File: config.mk
export PLATFORM = sky130hd
export DESIGN_NAME = inst_fetch_unit
export DESIGN_NICKNAME = d
export VERILOG_FILES = /design/src/rtl/fetch_pkg.sv /design/src/rtl/if_id_reg.sv /design/src/rtl/inst_fetch_unit.sv
export SDC_FILE = /design/constraint.sdc
export NUM_CORES = 1
export LEC_CHECK = 0
export CORE_UTILIZATION = 44
export CTS_CLUSTER_SIZE = 30
export DETAILED_ROUTE_END_ITERATION = 10
export PLACE_DENSITY = 0.79
export SLEW_MARGIN = 10
export SYNTH_ARGS = -nofsm -noshare
export SYNTH_HDL_FRONTEND = slang
export SYNTH_SLANG_ARGS = --single-unit
export TNS_END_PERCENT = 30
File: constraint.sdc
create_clock -name clk -period 2.48 [get_ports clk]
set_input_delay 0.496 -clock clk [delete_from_list [all_inputs] [get_ports clk]]
set_output_delay 0.496 -clock clk [all_outputs]
set_load 0.005 [all_outputs]
File: src/rtl/fetch_pkg.sv
// fetch_pkg: shared constants and state encoding for the instruction fetch unit
package fetch_pkg;
  localparam logic [31:0] NOP_WORD = 32'h00000013;
  localparam logic [31:0] EBREAK_WORD = 32'h00100073;
  localparam int PC_INC = 4;
  typedef enum logic [1:0] {IDLE, RUN, HALT} state_t;
endpackage

File: src/rtl/if_id_reg.sv
// if_id_reg: IF/ID pipeline register with capture, squash-to-nop and valid-kill controls
module if_id_reg #(
  parameter int ADDR_W = 8,
  parameter logic [31:0] NOP_WORD = fetch_pkg::NOP_WORD
) (
  input  logic              clk,
  input  logic              rst,
  input  logic              capture,
  input  logic              squash,
  input  logic              kill,
  input  logic [ADDR_W-1:0] pc_in,
  input  logic [31:0]       instr_in,
  output logic [ADDR_W-1:0] if_pc,
  output logic [31:0]       if_instr,
  output logic              if_valid
);
  always_ff @(posedge clk) begin
    if (rst) begin
      if_pc <= '0;
      if_instr <= NOP_WORD;
      if_valid <= 1'b0;
    end else if (capture) begin
      if_pc <= pc_in;
      if_instr <= instr_in;
      if_valid <= 1'b1;
    end else if (squash) begin
      if_instr <= NOP_WORD;
      if_valid <= 1'b0;
    end else if (kill) begin
      if_valid <= 1'b0;
    end
  end
endmodule

File: src/rtl/inst_fetch_unit.sv
// inst_fetch_unit: PC/FSM owner driving a combinational ROM and filling the IF/ID register
module inst_fetch_unit #(
  parameter int ADDR_W = 8,
  parameter logic [ADDR_W-1:0] RESET_PC = 8'h00,
  parameter logic [ADDR_W-1:0] LAST_PC = 8'h4C,
  parameter logic [31:0] NOP_WORD = fetch_pkg::NOP_WORD,
  parameter logic [31:0] EBREAK_WORD = fetch_pkg::EBREAK_WORD,
  parameter int CNT_W = 16
) (
  input  logic              clk,
  input  logic              reset,
  input  logic              start,
  input  logic              stall,
  input  logic              flush,
  input  logic              redirect_valid,
  input  logic [ADDR_W-1:0] redirect_target,
  output logic [ADDR_W-1:0] imem_addr,
  input  logic [31:0]       imem_instruction,
  output logic [ADDR_W-1:0] if_pc,
  output logic [31:0]       if_instr,
  output logic              if_valid,
  output logic [CNT_W-1:0]  fetch_count,
  output logic              halted,
  output logic              misaligned_err
);
  import fetch_pkg::*;
  // top word-aligned address; fetching it halts instead of wrapping the PC
  localparam logic [ADDR_W-1:0] PC_MAX = {{(ADDR_W-2){1'b1}}, 2'b00};
  state_t state, state_n;
  logic [ADDR_W-1:0] pc, pc_n;
  logic capture, squash, kill, mis_set;
  assign imem_addr = pc;
  assign halted = state == HALT;
  always_comb begin
    state_n = state;
    pc_n = pc;
    capture = 1'b0;
    squash = 1'b0;
    kill = 1'b0;
    mis_set = 1'b0;
    case (state)
      IDLE: state_n = start ? RUN : IDLE;
      RUN: begin
        if (redirect_valid) begin
          if (redirect_target[1:0] == 2'b00) begin
            pc_n = redirect_target;
            squash = 1'b1;
          end else begin
            mis_set = 1'b1;
            kill = 1'b1;
            state_n = HALT;
          end
        end else if (flush) begin
          squash = 1'b1;
        end else if (!stall) begin
          capture = 1'b1;
          if (pc == LAST_PC || imem_instruction == EBREAK_WORD || pc == PC_MAX)
            state_n = HALT;
          else
            pc_n = pc + ADDR_W'(PC_INC);
        end
      end
      default: kill = 1'b1;
    endcase
  end
  always_ff @(posedge clk) begin
    if (reset) begin
      state <= IDLE;
      pc <= RESET_PC;
      fetch_count <= '0;
      misaligned_err <= 1'b0;
    end else begin
      state <= state_n;
      pc <= pc_n;
      fetch_count <= fetch_count + CNT_W'(capture);
      misaligned_err <= misaligned_err | mis_set;
    end
  end
  if_id_reg #(.ADDR_W(ADDR_W), .NOP_WORD(NOP_WORD)) u_if_id (
    .clk(clk),
    .rst(reset),
    .capture(capture),
    .squash(squash),
    .kill(kill),
    .pc_in(pc),
    .instr_in(imem_instruction),
    .if_pc(if_pc),
    .if_instr(if_instr),
    .if_valid(if_valid)
  );
endmodule

Word-level counts from Yosys, hierarchy flattened:

Cells that the tools add are included.

* output and inout bits: 67
* register bits: 68
* logic and storage cells: 61
* bits of input ports: 46

* equality and inequality tests: 13
* bitwise gates (word level): 1
* reductions and logical operators: 9
* mux-type cells: 29
* $add $sub $neg: 2

Operators with widths (number)
* 32-bit 2-to-1 mux: 2
* 8-bit 2-to-1 mux: 5
* 32-bit by 21-bit equality test with 1-bit output (second input constant): 1
* 16-bit by 1-bit adder with 16-bit output: 1
* 1-bit 2-to-1 mux: 15
* 3-bit != test (second input constant): 4
* 2-bit 2-to-1 mux: 5
* 5-bit AND reduction: 2
* 8-bit by 3-bit adder with 8-bit output (second input constant): 1
* 8-bit by 7-bit equality test with 1-bit output (second input constant): 1
* 8-bit equality test (second input constant): 1
* 2-bit by 1-bit != test with 1-bit output (second input constant): 3
* 2-bit zero test: 2
* 2-bit one-hot mux with 2 select lines: 1
* 2-bit nonzero test: 2
* 3-bit nonzero test: 1
* 2-bit by 1-bit equality test with 1-bit output (second input constant): 1
* 2-bit equality test (second input constant): 1
* 1-bit logical OR: 2
* 2-bit != test (second input constant): 1
* 1-bit one-hot mux with 2 select lines: 1
* 1-bit bitwise OR: 1

Longest topological paths before layout:

* depth in word-level cells: 8
* mapped depth: 11
* mapped depth without buffers: 10

By module:

Synthesis repeated with hierarchy kept, for this count alone.

* cells, all modules: 330
* area total of the unflattened synthesis: 3166.8 µm²

Modules (own cells, without submodules)
* if_id_reg: seq. area each 820.8 µm², cells an instance 170, area each 1729.2 µm², times used 1
* inst_fetch_unit: seq. area each 540.5 µm², cells an instance 160, area each 1437.6 µm², times used 1

Least setup slack after synthesis:

OpenSTA, ideal clock, no wires.

* kind: input to register
* start point: input port flush
* end point: register fetch_count[12]
* data arrival time: 2.069 ns
* buffers on the path: 1
* library setup time: 0.128 ns
* cell stages on the path: 11
* slack: 0.284 ns
* data required time: 2.352 ns
* cells stage by stage: nor2_1 -> nand2_2 -> inv_2 -> buf_2 -> ha_1 -> ha_1 -> and3_1 -> and4_1 -> nand3_1 -> xor2_1 -> nor2_1

* cells in the longest elaborated chain, start to end: 4

Ends and longest elaborated chain
* start: declaration: RTL line inst_fetch_unit.sv:14 `input logic flush,`
* 1-bit 2-to-1 mux: RTL line inst_fetch_unit.sv:53 `end else if (flush) begin`
* 1-bit 2-to-1 mux: RTL line inst_fetch_unit.sv:44 `if (redirect_valid) begin`
* 1-bit 2-to-1 mux: RTL line inst_fetch_unit.sv:41 `case (state)`
* net capture: RTL line inst_fetch_unit.sv:31 `logic capture, squash, kill, mis_set;`
* 16-bit by 1-bit adder with 16-bit output: RTL line inst_fetch_unit.sv:75 `fetch_count <= fetch_count + CNT_W'(capture);`
* end signal: assignment: RTL line inst_fetch_unit.sv:75
* end: declaration: RTL line inst_fetch_unit.sv:22 `output logic [CNT_W-1:0] fetch_count,`

The timed path passes the listed nets, and every way through them passes these cells.
A chain may end at the register's enable or synchronous reset.

Worst setup path in the final report:

* start point: input port redirect_valid
* end point: register fetch_count[14]

* cells in the longest elaborated chain, start to end: 3

Ends and longest elaborated chain
* start: declaration: RTL line inst_fetch_unit.sv:15 `input logic redirect_valid,`
* 1-bit 2-to-1 mux: RTL line inst_fetch_unit.sv:44
* 1-bit 2-to-1 mux: RTL line inst_fetch_unit.sv:41
* 16-bit by 1-bit adder with 16-bit output: RTL line inst_fetch_unit.sv:75

No other way between the ends.

==> reports/results.tsv <==
metric	value	unit
drt_wl_total	7717	µm
num_antenna_cells	0	
r2r_cells	10	
finalInstanceArea	4340	µm²
ys_seq_area_share	45.75	%
grt_overflow_total	0	
setup_viol	0	
die_h	84.23	µm
syn_area	2975	µm²
dp_slack	-0.05928	ns
hpwl	5437	µm
gp_congestion	0.8416	
fin_skew	0.008430	ns
nets	487	
wl_per_cell	14.84	µm
cts_tree	done	
synth_cells	324	
min_period	2.167	ns
cts_root_buf	clkbuf_8	
post_layout_nonfiller_instances	520	
rows	29	
die_area	7095	µm²
violations	design-rule violations	
finalHoldViolations	0	
grt_pass1_vias	2718	
hold_path_depth	2	
startpoint_type	input port	
synth_warnings	0	
path_class	in2reg	
nFillCells	535	
powerDensity	530.0	nW/µm²
cts_buffers	9	
ant_nets	0	
syn_to_final_growth	45.88	%
reg2reg_setup_slack	0.48	ns
worstReg2RegStart	state[1]	
multiInputGateArea	1464	µm²
clock_sinks	68	
cts_setup_buffers	0	
async_flop_share	0	%
syn_nets	373	
relSlewSlack	55.82	%
io_pins	113	
cts_resized	0	
timing.rr.end	fetch_count[14]	
path_clk_slew	0.07	ns
p_leak	1.523	nW
max_cap_violations	0	
worst_pin_slew	0.6628	ns
drt_iter0_markers	124	
drc_errors	14	
finalCritPeriodShare	87.37	%
hold_start	u_if_id.if_pc[5]	
die_w	84.23	µm
postSynthAreaPerCell	9.183	µm²
dp_cells	504	
portBuffers	112	
peakVddDrop	0.0003662	V
maxSlewViolCount	0	
drive_above_1_share	11.29	%
max_freq	461.5	MHz
dr.pass1.iters	7	
end_kind	flop	
final.setup.tns	0	ns
viasPerCell	5.456	
cts.path.max_buffers	2	
vias	2837	
crit_fanout	3	
dpl_cell_area	4139	µm²
status	finished, violations left	
cts-hold-fix-buffers	0	
initial_core_util	46.33	%
h-tree-depth	3	
synth_edf_count	0	
p_total	2.301	mW
core	6422	µm²
hold_path_class	reg2reg	
rsz0062_at_grt	no	
whs_endpoint	u_if_id.if_pc[5]	
arrival	2.38	ns
worstPathRequired	2.69	ns
synth_cell_types	57	
fin_ws	0.3131	ns
regArea	1361	µm²
grt_usage	22.23	%
ys_ff_latch	68	
antenna_found_initial	0	
grt_max_degree	64	
synthFlopType	dfxtp_1	
grt_pass1_wl	12520	µm
worstSkewPairLatency	0.34	ns
==> state kept, by name, summed over array words and instances (netlist names) <==
name / count
u_if_id.if_instr: 32
fetch_count: 16
u_if_id.if_valid: 1
u_if_id.if_pc: 8
misaligned_err: 1
imem_addr: 8
state: 2
==> metrics by stage <==
| stage | hold slack, ns | utilization (%) |
|---|---|---|
| after floorplan | 0.4527 | - |
| after global placement | 0.4418 | 64.45 |
| after detailed placement | 0.4478 | 64.45 |
| after CTS | 0.4579 | 67.58 |
| after global routing | 0.4732 | 67.58 |
| final | 0.4534 | 67.58 |
==> routing by layer <==
metal	track usage, %	wire length, µm	vias to the layer above
met3	9.833	617	4
met5	0	0	-
li1	-	-	1381
met4	5.329	53	0
met2	37.63	3731	93
met1	25.84	3314	1359
==> power breakdown <==
group          total [mW]  leakage, nW  internal (mW)  switching, mW
Combinational       0.252        0.874          0.139          0.113
Sequential           1.13        0.549           1.11         0.0227
Clock               0.916       0.0999          0.496          0.420
Total                2.30         1.52           1.74          0.556
==> cells in the final DEF, fill, tap and decap left out, types with 3 or more instances in the layout <==
cell type / n
clkdlybuf4s50_1: 111
dfxtp_1: 68
nor2_1: 51
nand2_1: 29
a22oi_1: 29
a21oi_1: 20
nand3_1: 10
clkbuf_8: 10
buf_4: 10
xnor2_1: 7
and3_1: 6
nor3_1: 6
inv_1: 6
nor2b_1: 5
xor2_1: 5
o21ai_0: 5
nor4_1: 5
o22ai_1: 3
ha_1: 3
==> cell usage after synthesis (5+ instances only) <==
cell type	instances	area, µm²
dfxtp_1	68	1361
nor2_1	51	191.4
a22oi_1	29	217.7
nand2_1	29	108.9
a21oi_1	20	100.1
nand3_1	10	50.05
clkbuf_1	8	30.03
xnor2_1	7	61.31
and3_1	6	37.54
inv_1	6	22.52
nor3_1	6	30.03
buf_6	5	56.30
nor2b_1	5	31.28
nor4_1	5	31.28
o21ai_0	5	25.02
xor2_1	5	43.79
==> final cells by class <==
cell class                      count  share of cell area [%]
Multi-Input combinational cell    230                   33.73
Sequential cell                    68                   31.36
Timing Repair Buffer              122                   27.44
Clock buffer                       11                   3.257
Tap cell                           77                   2.220
Clock inverter                      5                   1.384
Inverter                            7                  0.6054
==> worst max-delay path by stage <==
| stage | startpoint | end | slack (ns) | cells past startpoint |
|---|---|---|---|---|
| finish | redirect_valid | fetch_count[14] | 0.31 | 11 |
| global route | redirect_valid | fetch_count[14] | 0.15 | 11 |
| CTS | redirect_valid | fetch_count[14] | 0.32 | 11 |
| detailed placement | redirect_valid | fetch_count[14] | -0.06 | 11 |
| global placement | redirect_valid | fetch_count[12] | 0.01 | 11 |
| floorplan | flush | fetch_count[12] | 0.28 | 11 |
==> cell families (layout without fill, tap and decap cells) <==
| kind of cell | Yosys count | in the layout | synth area share (%) |
|---|---|---|---|
| buf+inv | 26 | 145 | 5.046 |
| compound gates | 76 | 76 | 19.09 |
| simple gates | 137 | 137 | 24.60 |
| fa+ha+maj | 3 | 3 | 1.262 |
| mux | 2 | 2 | 0.7149 |
| flops | 68 | 68 | 45.75 |
| xor+xnor | 12 | 12 | 3.532 |
==> worst max-delay path, stage by stage <==
cell	delay (ns)
clkdlybuf4s50_1	0.44
nor3b_2	0.22
nand2_2	0.10
inv_2	0.07
ha_1	0.18
ha_1	0.17
and3_1	0.18
nand2_1	0.10
nor3_1	0.23
xnor2_1	0.15
nor2_1	0.05
Power figures use the tool's default switching activity.
